[src/rtl/ysyx_25020047_lsu_if.sv]
// AXI4-Lite data-memory port between the LSU (master) and the memory interconnect (slave).
interface ysyx_25020047_lsu_if #(
   parameter int unsigned ADDR_W = 32,
   parameter int unsigned DATA_W = 32
);
   logic [ADDR_W-1:0]   araddr;
   logic                arvalid;
   logic                arready;
   logic [DATA_W-1:0]   rdata;
   logic [1:0]          rresp;
   logic                rvalid;
   logic                rready;
   logic [ADDR_W-1:0]   awaddr;
   logic                awvalid;
   logic                awready;
   logic [DATA_W-1:0]   wdata;
   logic [DATA_W/8-1:0] wstrb;
   logic                wvalid;
   logic                wready;
   logic [1:0]          bresp;
   logic                bvalid;
   logic                bready;

   modport master (
      output araddr, arvalid, rready, awaddr, awvalid, wdata, wstrb, wvalid, bready,
      input  arready, rdata, rresp, rvalid, awready, wready, bresp, bvalid
   );

   modport slave (
      input  araddr, arvalid, rready, awaddr, awvalid, wdata, wstrb, wvalid, bready,
      output arready, rdata, rresp, rvalid, awready, wready, bresp, bvalid
   );
endinterface

[src/rtl/ysyx_25020047_lsu.sv]
// Multi-cycle load/store unit: one EXU request at a time over AXI4-Lite, extended load data to WBU.
// Every output is a register loaded with the value belonging to the next state.
module ysyx_25020047_lsu #(
   parameter int unsigned ADDR_W = 32,
   parameter int unsigned DATA_W = 32
) (
   input  logic                clk,
   input  logic                rst,
   input  logic                in_valid,
   output logic                in_ready,
   input  logic [3:0]          in_op,
   input  logic [ADDR_W-1:0]   in_addr,
   input  logic [DATA_W-1:0]   in_wdata,
   ysyx_25020047_lsu_if.master bus,
   output logic                out_valid,
   input  logic                out_ready,
   output logic [DATA_W-1:0]   out_memdata,
   output logic                out_err
);

   typedef enum logic [2:0] {StIdle, StRaddr, StRdata, StWreq, StWresp, StDone} state_e;

   localparam logic [3:0] OpLb  = 4'd1;
   localparam logic [3:0] OpLh  = 4'd2;
   localparam logic [3:0] OpLw  = 4'd3;
   localparam logic [3:0] OpLbu = 4'd4;
   localparam logic [3:0] OpLhu = 4'd5;
   localparam logic [3:0] OpSb  = 4'd9;
   localparam logic [3:0] OpSh  = 4'd10;
   localparam logic [3:0] OpSw  = 4'd11;

   state_e              state_q, state_d;
   logic [3:0]          op_q, op_d;
   logic [1:0]          addr_lo_q, addr_lo_d;
   logic [ADDR_W-1:0]   araddr_q, araddr_d, awaddr_q, awaddr_d;
   logic [DATA_W-1:0]   wdata_q, wdata_d, memdata_q, memdata_d;
   logic [DATA_W/8-1:0] wstrb_q, wstrb_d;
   logic                err_q, err_d;
   logic                awvalid_q, awvalid_d, wvalid_q, wvalid_d;
   logic                in_ready_q, arvalid_q, rready_q, bready_q, out_valid_q;

   logic                is_load, is_store, misaligned;
   logic [7:0]          lane_b;
   logic [15:0]         lane_h;
   logic [DATA_W-1:0]   load_data;
   logic                aw_ok, w_ok;

   always_comb begin
      is_load    = (in_op == OpLb) || (in_op == OpLh) || (in_op == OpLw) ||
                   (in_op == OpLbu) || (in_op == OpLhu);
      is_store   = (in_op == OpSb) || (in_op == OpSh) || (in_op == OpSw);
      misaligned = (((in_op == OpLh) || (in_op == OpLhu) || (in_op == OpSh)) && in_addr[0]) ||
                   (((in_op == OpLw) || (in_op == OpSw)) && (in_addr[1:0] != 2'b00));
   end

   always_comb begin
      case (addr_lo_q)
         2'd0:    lane_b = bus.rdata[7:0];
         2'd1:    lane_b = bus.rdata[15:8];
         2'd2:    lane_b = bus.rdata[23:16];
         default: lane_b = bus.rdata[31:24];
      endcase
      lane_h = addr_lo_q[1] ? bus.rdata[31:16] : bus.rdata[15:0];
      case (op_q)
         OpLb:    load_data = {{24{lane_b[7]}}, lane_b};
         OpLh:    load_data = {{16{lane_h[15]}}, lane_h};
         OpLbu:   load_data = {24'd0, lane_b};
         OpLhu:   load_data = {16'd0, lane_h};
         default: load_data = bus.rdata;
      endcase
   end

   always_comb begin
      state_d   = state_q;
      op_d      = op_q;
      addr_lo_d = addr_lo_q;
      araddr_d  = araddr_q;
      awaddr_d  = awaddr_q;
      wdata_d   = wdata_q;
      wstrb_d   = wstrb_q;
      memdata_d = memdata_q;
      err_d     = err_q;
      awvalid_d = awvalid_q;
      wvalid_d  = wvalid_q;
      aw_ok     = !awvalid_q || bus.awready;
      w_ok      = !wvalid_q || bus.wready;
      case (state_q)
         StIdle: begin
            if (in_valid) begin
               op_d      = in_op;
               addr_lo_d = in_addr[1:0];
               memdata_d = '0;
               err_d     = 1'b0;
               if (misaligned) begin
                  err_d   = 1'b1;
                  state_d = StDone;
               end else if (is_load) begin
                  araddr_d = {in_addr[ADDR_W-1:2], 2'b00};
                  state_d  = StRaddr;
               end else if (is_store) begin
                  awaddr_d  = {in_addr[ADDR_W-1:2], 2'b00};
                  awvalid_d = 1'b1;
                  wvalid_d  = 1'b1;
                  state_d   = StWreq;
                  if (in_op == OpSw) begin
                     wdata_d = in_wdata;
                     wstrb_d = 4'b1111;
                  end else if (in_op == OpSh) begin
                     wdata_d = {2{in_wdata[15:0]}};
                     wstrb_d = 4'b0011 << {in_addr[1], 1'b0};
                  end else begin
                     wdata_d = {4{in_wdata[7:0]}};
                     wstrb_d = 4'b0001 << in_addr[1:0];
                  end
               end else begin
                  state_d = StDone;
               end
            end
         end
         StRaddr: if (bus.arready) state_d = StRdata;
         StRdata: begin
            if (bus.rvalid) begin
               err_d     = (bus.rresp != 2'b00);
               memdata_d = (bus.rresp != 2'b00) ? '0 : load_data;
               state_d   = StDone;
            end
         end
         StWreq: begin
            // Address and data channels may complete in either order.
            if (bus.awready) awvalid_d = 1'b0;
            if (bus.wready)  wvalid_d  = 1'b0;
            if (aw_ok && w_ok) state_d = StWresp;
         end
         StWresp: begin
            if (bus.bvalid) begin
               err_d   = (bus.bresp != 2'b00);
               state_d = StDone;
            end
         end
         StDone:  if (out_ready) state_d = StIdle;
         default: state_d = StIdle;
      endcase
   end

   always_ff @(posedge clk or posedge rst) begin
      if (rst) begin
         state_q     <= StIdle;
         op_q        <= '0;
         addr_lo_q   <= '0;
         araddr_q    <= '0;
         awaddr_q    <= '0;
         wdata_q     <= '0;
         wstrb_q     <= '0;
         memdata_q   <= '0;
         err_q       <= 1'b0;
         awvalid_q   <= 1'b0;
         wvalid_q    <= 1'b0;
         in_ready_q  <= 1'b1;
         arvalid_q   <= 1'b0;
         rready_q    <= 1'b0;
         bready_q    <= 1'b0;
         out_valid_q <= 1'b0;
      end else begin
         state_q     <= state_d;
         op_q        <= op_d;
         addr_lo_q   <= addr_lo_d;
         araddr_q    <= araddr_d;
         awaddr_q    <= awaddr_d;
         wdata_q     <= wdata_d;
         wstrb_q     <= wstrb_d;
         memdata_q   <= memdata_d;
         err_q       <= err_d;
         awvalid_q   <= awvalid_d;
         wvalid_q    <= wvalid_d;
         in_ready_q  <= (state_d == StIdle);
         arvalid_q   <= (state_d == StRaddr);
         rready_q    <= (state_d == StRdata);
         bready_q    <= (state_d == StWresp);
         out_valid_q <= (state_d == StDone);
      end
   end

   assign in_ready    = in_ready_q;
   assign out_valid   = out_valid_q;
   assign out_memdata = memdata_q;
   assign out_err     = err_q;
   assign bus.araddr  = araddr_q;
   assign bus.arvalid = arvalid_q;
   assign bus.rready  = rready_q;
   assign bus.awaddr  = awaddr_q;
   assign bus.awvalid = awvalid_q;
   assign bus.wdata   = wdata_q;
   assign bus.wstrb   = wstrb_q;
   assign bus.wvalid  = wvalid_q;
   assign bus.bready  = bready_q;

endmodule
[src/flat_wrapper.sv]
// flat-port wrapper written by rule: the top's interface ports become plain ports
module ysyx_25020047_lsu_flat 
#(
   parameter int unsigned ADDR_W = 32,
   parameter int unsigned DATA_W = 32
)
  (clk, rst, in_valid, in_ready, in_op, in_addr, in_wdata, out_valid, out_ready, out_memdata, out_err, bus_araddr, bus_arvalid, bus_rready, bus_awaddr, bus_awvalid, bus_wdata, bus_wstrb, bus_wvalid, bus_bready, bus_arready, bus_rdata, bus_rresp, bus_rvalid, bus_awready, bus_wready, bus_bresp, bus_bvalid);
  ysyx_25020047_lsu_if #(.ADDR_W(ADDR_W), .DATA_W(DATA_W)) bus_i ();
  input  logic clk;
  input  logic rst;
  input  logic in_valid;
  output logic in_ready;
  input  logic [3:0] in_op;
  input  logic [ADDR_W-1:0] in_addr;
  input  logic [DATA_W-1:0] in_wdata;
  output logic out_valid;
  input  logic out_ready;
  output logic [DATA_W-1:0] out_memdata;
  output logic out_err;
  output wire logic [$bits(bus_i.araddr)-1:0] bus_araddr;
  output wire logic [$bits(bus_i.arvalid)-1:0] bus_arvalid;
  output wire logic [$bits(bus_i.rready)-1:0] bus_rready;
  output wire logic [$bits(bus_i.awaddr)-1:0] bus_awaddr;
  output wire logic [$bits(bus_i.awvalid)-1:0] bus_awvalid;
  output wire logic [$bits(bus_i.wdata)-1:0] bus_wdata;
  output wire logic [$bits(bus_i.wstrb)-1:0] bus_wstrb;
  output wire logic [$bits(bus_i.wvalid)-1:0] bus_wvalid;
  output wire logic [$bits(bus_i.bready)-1:0] bus_bready;
  input wire logic [$bits(bus_i.arready)-1:0] bus_arready;
  input wire logic [$bits(bus_i.rdata)-1:0] bus_rdata;
  input wire logic [$bits(bus_i.rresp)-1:0] bus_rresp;
  input wire logic [$bits(bus_i.rvalid)-1:0] bus_rvalid;
  input wire logic [$bits(bus_i.awready)-1:0] bus_awready;
  input wire logic [$bits(bus_i.wready)-1:0] bus_wready;
  input wire logic [$bits(bus_i.bresp)-1:0] bus_bresp;
  input wire logic [$bits(bus_i.bvalid)-1:0] bus_bvalid;
  assign bus_araddr = bus_i.araddr;
  assign bus_arvalid = bus_i.arvalid;
  assign bus_rready = bus_i.rready;
  assign bus_awaddr = bus_i.awaddr;
  assign bus_awvalid = bus_i.awvalid;
  assign bus_wdata = bus_i.wdata;
  assign bus_wstrb = bus_i.wstrb;
  assign bus_wvalid = bus_i.wvalid;
  assign bus_bready = bus_i.bready;
  assign bus_i.arready = bus_arready;
  assign bus_i.rdata = bus_rdata;
  assign bus_i.rresp = bus_rresp;
  assign bus_i.rvalid = bus_rvalid;
  assign bus_i.awready = bus_awready;
  assign bus_i.wready = bus_wready;
  assign bus_i.bresp = bus_bresp;
  assign bus_i.bvalid = bus_bvalid;
  ysyx_25020047_lsu #(.ADDR_W(ADDR_W), .DATA_W(DATA_W)) u_core (.clk(clk), .rst(rst), .in_valid(in_valid), .in_ready(in_ready), .in_op(in_op), .in_addr(in_addr), .in_wdata(in_wdata), .bus(bus_i), .out_valid(out_valid), .out_ready(out_ready), .out_memdata(out_memdata), .out_err(out_err));
endmodule
[config.mk]
export PLATFORM = sky130hd
export DESIGN_NAME = ysyx_25020047_lsu_flat
export DESIGN_NICKNAME = d
export VERILOG_FILES = /design/src/rtl/ysyx_25020047_lsu_if.sv /design/src/rtl/ysyx_25020047_lsu.sv /design/src/flat_wrapper.sv
export SDC_FILE = /design/constraint.sdc
export NUM_CORES = 1
export LEC_CHECK = 0
export ABC_AREA = 1
export CAP_MARGIN = 20
export CORE_MARGIN = 4
export CORE_UTILIZATION = 33
export DETAILED_ROUTE_END_ITERATION = 12
export PLACE_DENSITY_LB_ADDON = 0.25
export SKIP_CTS_REPAIR_TIMING = 1
export SYNTH_ARGS = -nofsm -noshare
export SYNTH_HDL_FRONTEND = slang
export SYNTH_SLANG_ARGS = --single-unit
[constraint.sdc]
create_clock -name clk -period 6.1 [get_ports clk]
set_input_delay 1.22 -clock clk [delete_from_list [all_inputs] [get_ports clk]]
set_output_delay 1.22 -clock clk [all_outputs]
set_load 0.03 [all_outputs]
# Yosys cells after proc, flatten, opt, wreduce, memory -nomap -nowiden
# Cells that the tools add are included.
word_totals:
  reg_bits: 145
  inputBits: 113
  output_inout_bits: 140
  word_cells: 118
classes:
  n_eq_ne: 31
  shift: 2
  n_mux: 34
  n_bitwise: 2
  reduce_logical: 33
op_table:
  columns: ["op", "n"]
  rows:
  - ["$mux W32", 5]
  - ["$pmux W32 S4", 1]
  - ["$pmux W32 S2", 1]
  - ["$mux W3", 9]
  - ["$pmux W8 S3", 1]
  - ["$pmux W3 S6", 1]
  - ["$eq A4 B3 Y1 const B", 4]
  - ["$mux W16", 1]
  - ["$ne A2 B2 Y1 const B", 7]
  - ["$eq A3 B3 Y1 const B", 4]
  - ["$eq A4 B2 Y1 const B", 3]
  - ["$eq A4 B4 Y1 const B", 3]
  - ["$logic_or A1 B1 Y1", 12]
  - ["$reduce_and A6 Y1", 2]
  - ["$mux W1", 10]
  - ["$reduce_bool A2 Y1", 5]
  - ["$eq A3 B2 Y1 const B", 3]
  - ["$eq A4 B1 Y1 const B", 2]
  - ["$mux W4", 2]
  - ["$reduce_and A4 Y1", 2]
  - ["$eq A3 B1 Y1 const B", 2]
  - ["$logic_not A3 Y1", 2]
  - ["$reduce_and A5 Y1", 1]
  - ["$pmux W1 S2", 2]
  - ["13 further kinds", 17]

# Longest topological paths before layout
logic_depth:
  ltp_word: 10
  depth_mapped: 10
  ltp_nobuf: 10

# Worst setup path before layout
# No wires, ideal clock.
synth_path:
  kind: "input-to-reg"
  startpoint: "in in_addr[1]"
  endpoint: "reg u_core.wdata_q[2], in the netlist u_core.bus.wdata[2]"
  setup_time_ps: 119
  t_arrival_ps: 2109
  required_ps: 5981
  slack_ps: 3873
  stages: 8
  path_buffers: 2
  path_cell_list: "inv_1 -> nand2_1 -> nand3_1 -> nand4_2 -> buf_4 -> buf_4 -> nand2_1 -> o21ai_2"
synth_between:
  elab_chain_cells: 5
synth_lines:
  columns: ["element", "line_no", "source"]
  rows:
  - ["from (decl)", "flat_wrapper.sv:14", "input logic [ADDR_W-1:0] in_addr;"]
  - ["$reduce_bool A2 Y1", "ysyx_25020047_lsu.sv:53", "(((in_op == OpLw) || (in_op == OpSw)) && (in_addr[1:0] != 2'b00));"]
  - ["$logic_and A1 B1 Y1", "ysyx_25020047_lsu.sv:53", null]
  - ["$logic_or A1 B1 Y1", "ysyx_25020047_lsu.sv:52", "misaligned = (((in_op == OpLh) || (in_op == OpLhu) || (in_op == OpSh)) && in_addr[0]) ||"]
  - ["$not A1 Y1 (no line)", null, null]
  - ["$reduce_and A5 Y1 (no line)", null, null]
  - ["to (signal assigned)", "ysyx_25020047_lsu.sv:169", "wdata_q <= wdata_d;"]
  - ["to (decl)", "ysyx_25020047_lsu.sv:36", "logic [DATA_W-1:0] wdata_q, wdata_d, memdata_q, memdata_d;"]
# Every way passes these cells.
# A chain may end at the register's enable or synchronous reset.

# Worst setup path in the final report
layout_path:
  startpoint: "in in_op[1]"
  endpoint: "reg u_core.araddr_q[23], in the netlist u_core.bus.araddr[23]"
layout_between:
  elab_chain_cells: 7
  elab_cells_between_ends: 19
  classes_between: "eq/ne (7); bitwise (1); reduce/logical (11)"
layout_lines:
  columns: ["element", "line_no", "source"]
  rows:
  - ["from (decl)", "flat_wrapper.sv:13", "input logic [3:0] in_op;"]
  - ["$eq A4 B2 Y1 or $eq A4 B3 Y1 (tied branches)", "ysyx_25020047_lsu.sv:49, ysyx_25020047_lsu.sv:52, ysyx_25020047_lsu.sv:50", null]
  - ["$logic_or A1 B1 Y1 (2 in series)", "ysyx_25020047_lsu.sv:52", null]
  - ["$logic_and A1 B1 Y1", "ysyx_25020047_lsu.sv:52", null]
  - ["$logic_or A1 B1 Y1", "ysyx_25020047_lsu.sv:52", null]
  - ["$not A1 Y1 (no line)", null, null]
  - ["$reduce_and A4 Y1 (no line) *", null, null]
  - ["to (signal assigned)", "ysyx_25020047_lsu.sv:167", "araddr_q <= araddr_d;"]
  - ["to (decl)", "ysyx_25020047_lsu.sv:35", "logic [ADDR_W-1:0] araddr_q, araddr_d, awaddr_q, awaddr_d;"]
# Mark *: on every way between the ends. The rest lies on a longest branch, timed or not.

==> results.sh <==
export IMPL_reg2reg_depth=7
export IMPL_r2r_setup_slack_ns=3.31
export IMPL_final_cell_mix="nand2_1, clkdlybuf4s50_1, dfrtp_1"
export IMPL_peakVddDrop_mv=0.295
export IMPL_wl_mm=22.5
export IMPL_hold_violations=0
export IMPL_crit_family="buffers and inverters"
export IMPL_worst_setup_path_type="input pin to flop"
export IMPL_min_period_ns=3.61
export IMPL_antenna_diode_count=0
export IMPL_postRouteAntennaNets=0
export IMPL_grt_pass1_wl_mm=36.1
export IMPL_drive_gt1_share_pct=5.48
export IMPL_max_slew_worst_pin_slew_ns=1.02
export IMPL_core_area_sq_um=21000
export IMPL_io_pins=253
export IMPL_io_buffer_count=248
export IMPL_cts_root_buffer="clkbuf_16"
export IMPL_grt_max_degree=105
export IMPL_clkSinkCount=145
export IMPL_die_x_um=154
export IMPL_holdPathEnd="u_core.bus.wdata[26]"
export IMPL_synth_seq_cells=145
export IMPL_final_util_pct=49.0
export IMPL_drt_iter0_drc=319
export IMPL_end_kind="flop"
export IMPL_cts_tree="yes"
export IMPL_ys_warn_count=0
export IMPL_status="finished, final reports clean"
export IMPL_rsz0062_at_grt="no"
export IMPL_finalCritPeriodShare_pct=59.2
export IMPL_rr_startpoint="u_core.state_q[0]"
export IMPL_cap_violations=0
export IMPL_power_density_nw_per_um2=517
export IMPL_num_vias=6846
export IMPL_path_clk_slew_ns=0.07
export IMPL_rows=53
export IMPL_slowest_stage="inv_2"
export IMPL_synthesis_area_sq_um=7030
export IMPL_cpMostUsedCell="nand2_1"
export IMPL_maxSlewViolCount=0
export IMPL_num_fill_cells=2035
export IMPL_gp_congestion=0.838
export IMPL_required_ns=6.46
export IMPL_fp_dieArea_sq_um=23700
export IMPL_initial_core_util_pct=33.5
export IMPL_crit_fanout=31
export IMPL_numCtsBuffers=17
export IMPL_start_kind="input pin"
export IMPL_die_y_um=154
export IMPL_drt_wirelength_per_cell_um=15.2
export IMPL_grt_pass1_vias=6751
export IMPL_path_buf_inv=3
export IMPL_fin_setup_tns_ns=0
export IMPL_clk_path_buf_depth=2
export IMPL_slowest_delay_ns=0.83
export IMPL_r2r_end="u_core.bus.araddr[23]"
export IMPL_synth_cell_type_count=27
export IMPL_clock_latency_ns=0.43
export IMPL_first_pass_iters=5
export IMPL_drc=0
export IMPL_crit_chain="clkdlybuf4s50_1 > inv_2 > nand2_1 > nand2_1 > a21oi_2 > nand4_2 > inv_2 > nand2_1 > nand2_1"
export IMPL_viasPerCell=4.63
export IMPL_p_total_uw=5320
export IMPL_overflow=0
export IMPL_avgSynthCellArea_sq_um=7.32
export IMPL_hold_class="flop to flop"
export IMPL_dpl_hpwl_mm=15.8
export IMPL_layout_commonest_cell="nand2_1"
export IMPL_slew_limit_headroom_pct=32.2
export IMPL_p_leak_uw=0.00515
export IMPL_antenna_found_initial=2
export IMPL_area_delta_synth_final_pct=46.5
export IMPL_grt_usage_pct=19.0
export IMPL_skew_ns=0.0152
export IMPL_htreeDepth=4
export IMPL_nNetsFinal=1304
export IMPL_hold_path_depth=2
export IMPL_netlist_instances=961
export IMPL_hold_start="u_core.bus.wdata[26]"
export IMPL_fmax_mhz=277
export IMPL_cp_arrival_ns=3.97
export IMPL_finalSetupViolations=0
export IMPL_ys_seq_area_share_pct=51.6
## worst max-delay path by stage
stage | start | endpoint | slack, ns | depth (start not counted)
4_1_cts | in_op[1] | u_core.bus.araddr[23] | 2.45 | 9
3_5_place_dp | in_op[1] | u_core.bus.araddr[5] | 2.02 | 9
3_3_place_gp | in_op[1] | u_core.bus.araddr[4] | 2.12 | 9
6_report | in_op[1] | u_core.bus.araddr[23] | 2.49 | 9
2_1_floorplan | rst | u_core.addr_lo_q[0] | 0.99 | 1
5_1_grt | in_op[1] | u_core.bus.araddr[17] | 2.24 | 9
## worst reg2reg max path, stage by stage (launching register included)
cell and delay, ns:
dfrtp_1 0.45, nor2_2 0.18, nand2_1 0.12, a21oi_2 0.20
nand4_2 0.74, inv_2 0.84, nand2_1 0.11, nand2_1 0.10
## report_power, final
part	internal (uW)	total [uW]	switching, uW
sequential	1350	1610	263
combinational	981	2610	1630
clock	599	1100	500
total	2930	5320	2390
## final cells by class
type | count | area (sq um) | share of cell area (%)
Timing Repair Buffer | 250 | 2500 | 24.2
Tap cell | 275 | 344 | 3.34
Clock inverter | 15 | 215 | 2.09
Sequential cell | 145 | 3630 | 35.2
Multi-Input combinational cell | 715 | 2950 | 28.6
Inverter | 62 | 238 | 2.31
Clock buffer | 17 | 425 | 4.13
## routing by layer
| layer | up-vias | share of wire (%) | global-route usage, % | wire length (um) |
|---|---|---|---|---|
| li1 | 3416 | - | - | - |
| met1 | 3169 | 42 | 24.3 | 9420 |
| met2 | 235 | 47 | 29.9 | 10600 |
| met3 | 22 | 9.6 | 7.51 | 2160 |
| met4 | 4 | 1.4 | 5.34 | 307 |
| met5 | - | 0.17 | 0 | 38 |
## cells by family (layout without fill, tap and decap cells)
| group | Yosys count | count (layout) | synth area share, % |
|---|---|---|---|
| buf+inv | 104 | 344 | 6.71 |
| compound gates | 88 | 88 | 6.73 |
| other cells | 1 | 4 | 0.0533 |
| simple gates | 623 | 623 | 34.9 |
| flops | 145 | 145 | 51.6 |
## through the flow
| step | cells | hold WS [ns] | cell area (sq um) | worst slack, ns |
|---|---|---|---|---|
| global placement | 1447 | 0.461 | 9660 | 2.12 |
| finish | 1479 | 0.480 | 10300 | 2.49 |
| CTS | 1479 | 0.483 | 10300 | 2.45 |
| floorplan | 964 | 0.453 | 7040 | 0.987 |
| detailed placement | 1447 | 0.464 | 9660 | 2.02 |
| global route | 1479 | 0.503 | 10300 | 2.24 |
## Yosys cell counts
cell      instances  area, sq um
nor2_4            2         22.5
nor3_1            1         5.00
inv_1            52          195
o21ai_1          19         95.1
nor2_1           68          255
or2_2             2         12.5
a21oi_1          12         60.1
o211ai_1          4         30.0
conb_1            1         3.75
clkbuf_1          7         26.3
o21ai_2           5         43.8
nand3_2           2         20.0
nor2_2            3         18.8
buf_6             2         22.5
buf_4            10         75.1
inv_2            10         37.5
nand3_1          35          175
o21ai_0          47          235
nand4_2           2         25.0
nand2_1         503         1890
a21oi_2           1         8.76
nand2_2           3         18.8
dfstp_2           1         26.3
buf_2            23          115
nand4_1           1         6.26
dfrtp_1         144         3600
or2_1             1         6.26
## sequential cells by signal, summed over array words and instances (netlist names), 2 cells and up
register and flops:
u_core.bus.wstrb 4, u_core.op_q 4, u_core.addr_lo_q 2, u_core.state_q 3, u_core.bus.wdata 32, u_core.out_memdata 32, u_core.bus.awaddr 30, u_core.bus.araddr 30
No activity file was read; power rests on OpenSTA's default activity.
